**src/rtl/alu_74382_pkg.sv**
```systemverilog
// Shared definitions for the 74382 slice and the wide sequencer that drives it:
// function-select codes and the sequencer state encoding.
package alu_74382_pkg;

  localparam logic [2:0] SEL_CLEAR  = 3'b000;
  localparam logic [2:0] SEL_B_MINUS_A = 3'b001;
  localparam logic [2:0] SEL_A_MINUS_B = 3'b010;
  localparam logic [2:0] SEL_ADD    = 3'b011;
  localparam logic [2:0] SEL_XOR    = 3'b100;
  localparam logic [2:0] SEL_OR     = 3'b101;
  localparam logic [2:0] SEL_AND    = 3'b110;
  localparam logic [2:0] SEL_PRESET = 3'b111;

  typedef enum logic [1:0] {
    IDLE = 2'd0,
    RUN  = 2'd1,
    DONE = 2'd2
  } state_e;

  // Only the three arithmetic selects produce meaningful carry/overflow.
  function automatic logic is_arith(input logic [2:0] sel);
    return (sel == SEL_B_MINUS_A) || (sel == SEL_A_MINUS_B) || (sel == SEL_ADD);
  endfunction

endpackage

```
**src/rtl/alu_74382.sv**
```systemverilog
// Combinational 74382-style ALU slice: add, two subtract directions, logic ops and
// constants, with carry out and signed overflow for the arithmetic functions.
module alu_74382
  import alu_74382_pkg::*;
#(
  parameter int OPERAND_W = 4,
  parameter int RESULT_W  = OPERAND_W
) (
  input  logic [2:0]           sel,
  input  logic                 carry_in,
  input  logic [OPERAND_W-1:0] port_a,
  input  logic [OPERAND_W-1:0] port_b,
  output logic [RESULT_W-1:0]  result,
  output logic                 carry_out,
  output logic                 overflow
);

  logic [OPERAND_W-1:0] op_x;
  logic [OPERAND_W-1:0] op_y;
  logic [OPERAND_W:0]   sum;
  logic [OPERAND_W-1:0] f;

  // Subtraction is x + ~y + carry_in, so carry_in=1 means "no borrow".
  always_comb begin
    op_x = port_a;
    op_y = port_b;
    case (sel)
      SEL_B_MINUS_A: begin
        op_x = port_b;
        op_y = ~port_a;
      end
      SEL_A_MINUS_B: begin
        op_x = port_a;
        op_y = ~port_b;
      end
      default: begin
        op_x = port_a;
        op_y = port_b;
      end
    endcase
  end

  assign sum = {1'b0, op_x} + {1'b0, op_y} + (OPERAND_W+1)'(carry_in);

  always_comb begin
    f = '0;
    case (sel)
      SEL_CLEAR:     f = '0;
      SEL_B_MINUS_A: f = sum[OPERAND_W-1:0];
      SEL_A_MINUS_B: f = sum[OPERAND_W-1:0];
      SEL_ADD:       f = sum[OPERAND_W-1:0];
      SEL_XOR:       f = port_a ^ port_b;
      SEL_OR:        f = port_a | port_b;
      SEL_AND:       f = port_a & port_b;
      SEL_PRESET:    f = '1;
      default:       f = '0;
    endcase
  end

  assign result    = RESULT_W'(f);
  assign carry_out = is_arith(sel) & sum[OPERAND_W];
  assign overflow  = is_arith(sel)
                   & (op_x[OPERAND_W-1] == op_y[OPERAND_W-1])
                   & (sum[OPERAND_W-1] != op_x[OPERAND_W-1]);

endmodule

```
**src/rtl/alu_74382_wide_seq.sv**
```systemverilog
// Runs a wide operation through one alu_74382 slice, one chunk per cycle, LSB
// chunk first, with carry registered between chunks; result returned on a handshake.
module alu_74382_wide_seq
  import alu_74382_pkg::*;
#(
  parameter int OPERAND_W = 4,
  parameter int SLICES    = 4
) (
  input  logic                          clk,
  input  logic                          rst,
  input  logic                          in_valid,
  output logic                          in_ready,
  input  logic [2:0]                    in_sel,
  input  logic                          in_carry,
  input  logic [OPERAND_W*SLICES-1:0]   in_a,
  input  logic [OPERAND_W*SLICES-1:0]   in_b,
  output logic                          out_valid,
  input  logic                          out_ready,
  output logic [OPERAND_W*SLICES-1:0]   out_result,
  output logic                          out_carry,
  output logic                          out_overflow
);

  localparam int W     = OPERAND_W * SLICES;
  localparam int CNT_W = $clog2(SLICES);
  localparam logic [CNT_W-1:0] LAST_SLICE = CNT_W'(SLICES - 1);

  state_e           state_q;
  logic [2:0]       sel_q;
  logic             carry_q;
  logic             ovf_q;
  logic [W-1:0]     a_sh_q;
  logic [W-1:0]     b_sh_q;
  logic [W-1:0]     res_sh_q;
  logic [CNT_W-1:0] slice_cnt_q;

  logic [W-1:0]     a_sh_d;
  logic [W-1:0]     b_sh_d;
  logic [W-1:0]     res_sh_d;
  logic [CNT_W-1:0] slice_cnt_d;

  logic [OPERAND_W-1:0] slice_result;
  logic                 slice_carry;
  logic                 slice_ovf;

  alu_74382 #(
    .OPERAND_W (OPERAND_W),
    .RESULT_W  (OPERAND_W)
  ) u_slice (
    .sel       (sel_q),
    .carry_in  (carry_q),
    .port_a    (a_sh_q[OPERAND_W-1:0]),
    .port_b    (b_sh_q[OPERAND_W-1:0]),
    .result    (slice_result),
    .carry_out (slice_carry),
    .overflow  (slice_ovf)
  );

  // After SLICES shifts the first (LSB) chunk has walked down to the bottom of res_sh.
  always_comb begin
    a_sh_d      = a_sh_q >> OPERAND_W;
    b_sh_d      = b_sh_q >> OPERAND_W;
    res_sh_d    = {slice_result, res_sh_q[W-1:OPERAND_W]};
    slice_cnt_d = slice_cnt_q + CNT_W'(1);
  end

  always_ff @(posedge clk) begin
    if (rst) begin
      state_q     <= IDLE;
      sel_q       <= '0;
      carry_q     <= 1'b0;
      ovf_q       <= 1'b0;
      a_sh_q      <= '0;
      b_sh_q      <= '0;
      res_sh_q    <= '0;
      slice_cnt_q <= '0;
    end else begin
      case (state_q)
        IDLE: begin
          if (in_valid) begin
            sel_q       <= in_sel;
            carry_q     <= in_carry;
            ovf_q       <= 1'b0;
            a_sh_q      <= in_a;
            b_sh_q      <= in_b;
            res_sh_q    <= '0;
            slice_cnt_q <= '0;
            state_q     <= RUN;
          end
        end
        RUN: begin
          a_sh_q      <= a_sh_d;
          b_sh_q      <= b_sh_d;
          res_sh_q    <= res_sh_d;
          carry_q     <= slice_carry;
          ovf_q       <= slice_ovf;
          slice_cnt_q <= slice_cnt_d;
          if (slice_cnt_q == LAST_SLICE) begin
            state_q <= DONE;
          end
        end
        DONE: begin
          if (out_ready) begin
            state_q <= IDLE;
          end
        end
        default: state_q <= IDLE;
      endcase
    end
  end

  // Outputs are gated by state so a partially assembled result is never visible.
  assign in_ready     = (state_q == IDLE);
  assign out_valid    = (state_q == DONE);
  assign out_result   = out_valid ? res_sh_q : '0;
  assign out_carry    = out_valid & is_arith(sel_q) & carry_q;
  assign out_overflow = out_valid & is_arith(sel_q) & ovf_q;

endmodule

```
**config.mk**
```make
export PLATFORM = sky130hd
export DESIGN_NAME = alu_74382_wide_seq
export DESIGN_NICKNAME = d
export VERILOG_FILES = /design/src/rtl/alu_74382_pkg.sv /design/src/rtl/alu_74382.sv /design/src/rtl/alu_74382_wide_seq.sv
export SDC_FILE = /design/constraint.sdc
export NUM_CORES = 1
export LEC_CHECK = 0
export BUFFER_PORTS_ARGS = -buffer_cell sky130_fd_sc_hd__buf_2
export CELL_PAD_IN_SITES_DETAIL_PLACEMENT = 1
export CELL_PAD_IN_SITES_GLOBAL_PLACEMENT = 1
export CORE_UTILIZATION = 36
export DETAILED_ROUTE_END_ITERATION = 16
export HOLD_SLACK_MARGIN = 0.1
export PLACE_DENSITY = 0.68
export SETUP_SLACK_MARGIN = 0.5
export SYNTH_ARGS = -nofsm -noshare
export SYNTH_HDL_FRONTEND = slang
export SYNTH_HIERARCHICAL = 1
export SYNTH_SLANG_ARGS = --single-unit
```
**constraint.sdc**
```tcl
create_clock -name clk -period 7.2 [get_ports clk]
set_clock_uncertainty 0.15 [all_clocks]
set_input_delay 0.72 -clock clk [delete_from_list [all_inputs] [get_ports clk]]
set_output_delay 0.72 -clock clk [all_outputs]
set_load 0.01 [all_outputs]
```
==> impl_metrics.yaml <==
outcome:
  status: "finished, final reports clean"
logic_synthesis:
  synth_flop_cell: "dfxtp_1"
  synthArstFlopShare_pct: 0
  synth_cell_types: 51
  synth_seq_cells: 57
  synth_edf_count: 0
  syn_inst: 346
  synth_top_area_cell: "dfxtp_1"
  synth_area_leaders: "dfxtp_1 32%, o32ai_2 8.8%, mux2i_1 8.5%"
  synth_warnings: 6
  netlist.area_leader.share_pct: 32.4
  syn_area_per_cell_um2: 10.2
  synth_fp_nets: 400
  seq_area_frac_synth_pct: 32.4
  netlist_area_um2: 3520
power:
  p_leak_nw: 1.50
  pwr_density_cell_nw_per_um2: 193
  ir_drop_mv: 0.103
worst_setup_path:
  crit_end: "carry_q"
  cp-end-kind: "flop"
  r2r_slack_ps: 3950
  crit_start: "sel_q[1]"
  critPathArrivalTime_ps: 3370
  rr_endpoint: "carry_q"
  crit_fanout: 29
  setup.worst_path.start_class: "flop"
  reg2regPathDepth: 10
  critical_path_class: "flop to flop"
  r2r_start: "sel_q[1]"
  worstPathRequired_ps: 7320
floorplan:
  rows: 35
  pin_count: 60
  core_area_um2: 9370
  die_y_um: 101
  die_area_um2: 10200
  initial_core_util_pct: 37.6
  die_w_um: 101
timing:
  fmax_mhz: 308
  fin_hold_ws_ps: 343
  report.final.slew_viol_count: 0
  rsz0062_at_grt: "false"
  hold_viol: 0
  setup_viol: 0
  slew_headroom_pct: 36.0
  fin_crit_sh_pct: 45.1
  final_period_minus_worst_setup_slack_ps: 3250
  tns_ps: 0
  worstMarginPinSlew_ps: 959
route:
  ant_nets: 0
  drcViolationCount: 0
  dr_total_vias: 2794
  detail_route.first_pass.iterations: 6
  drt_iter0_drc: 122
  wl_per_cell_um: 17.2
  drt-total-wl_um: 8940
  vias_per_cell: 5.38
grt:
  grt_overflow: 0
  antenna_found_initial: 0
  grt_pass1_wl_um: 14800
  grt.total_usage_pct: 19.1
  grt_max_degree: 46
  grt_pass1_vias: 2834
min_path:
  hold_path_depth: 1
  min_path_type: "flop to flop"
clock_network:
  hold_buffers: 0
  clock_latency_ps: 360
  cts_buffers: 9
  post_cts_resized: 0
  cts_tree: "yes"
  post_cts.repair.setup_buffers: 0
  clkSinkCount: 57
  cts_htree_levels: 3
  clockBufferDepth: 2
  root_buffer: "clkbuf_8"
  clkTransAtPathRegs_ps: 70
layout:
  syn_to_final_growth_pct: 12.2
  layout_common_cells: "59 x buf_2, 56 x dfxtp_1, 31 x nand2b_1"
  n_fill_cell: 1091
  final_common_cell: "buf_2"
  final_layout_size_suffix_gt1_share_pct: 27.4
  n_antenna_cell: 0
  final_util_pct: 42.2
  final_nets: 440
place:
  hpwl_um: 5890
  gp_congestion: 0.806
  portBuffers: 59
flow_run:
  cap_violations: 0
-- cell usage after synthesis (all sizes together), types with 7 or more instances --
| cell | count |
|---|---|
| buf | 27 |
| o21ai | 8 |
| o32ai | 25 |
| ha | 12 |
| nand2b | 31 |
| nor3b | 7 |
| a32o | 21 |
| clkbuf | 7 |
| nor2 | 9 |
| dfxtp | 57 |
| mux2i | 30 |
| inv | 13 |
| and2 | 17 |
| nand2 | 9 |
-- report_power, final --
part / internal, mW / switching (mW) / total, mW
Sequential: 0.332 / 0.0199 / 0.351
Combinational: 0.0639 / 0.0745 / 0.138
Clock: 0.131 / 0.144 / 0.275
-- worst min path at each step --
stage                     start          end  slack [ps]
CTS                 res_sh_q[3]  res_sh_q[3]         350
finish              res_sh_q[3]  res_sh_q[3]         340
floorplan           res_sh_q[4]  res_sh_q[0]         310
detailed placement  res_sh_q[3]  res_sh_q[3]         330
global placement    res_sh_q[3]  res_sh_q[3]         320
global route              ovf_q        ovf_q         360
-- cells by family after synthesis --
family          synth area share (%)
fa+ha+maj                       5.40
xor+xnor                       0.249
compound gates                  23.6
simple gates                    21.4
mux                             9.16
flops                           32.4
buf+inv                         7.85
-- worst max-delay path: stages, from the launching register on --
cell and delay, ps:
dfxtp_1 950, nor3b_1 150, a211oi_1 260, o22ai_1 130, fa_1 400, fa_1 410
nor2b_1 120, o21ai_0 100, a21oi_1 160, mux2i_1 100, o32ai_2 220
-- state kept, by name, summed over array words and instances, names as in the netlist --
register     count
state_q          2
slice_cnt_q      2
res_sh_q        16
carry_q          1
sel_q            3
a_sh_q          16
b_sh_q          16
ovf_q            1
-- through the flow --
step           cell area, um^2  worst slack [ps]  power [mW]  std cells
5_1_grt                   3960              3610       0.807        519
3_5_place_dp              3780              3980       0.498        504
6_report                  3960              3950       0.765        519
2_1_floorplan             3520              4470       0.464        346
4_1_cts                   3960              3970       0.774        519
3_3_place_gp              3780              4150       0.494        504
-- per-layer routing --
| layer | vias to the layer above | wire, um | track usage [%] | part of all wire [%] |
|---|---|---|---|---|
| met3 | 12 | 295 | 5.20 | 3.3 |
| met2 | 46 | 3970 | 29.5 | 44 |
| met1 | 1366 | 4520 | 25.6 | 51 |
| met5 | - | 0 | 0 | 0 |
| li1 | 1370 | - | - | - |
| met4 | 0 | 157 | 6.69 | 1.8 |
-- final cells by class --
type                    instances  area (um^2)  share of cell area, %
flip-flops and latches         57         1140                   28.9
inverters                      13         48.8                   1.23
clock buffers                  10          138                   3.48
well taps                     129          161                   4.08
clock inverters                 5         32.5                  0.823
repair buffers                 63          325                   8.23
multi-input cells             242         2110                   53.3
Note: power is estimated with default switching activity, not from simulation.
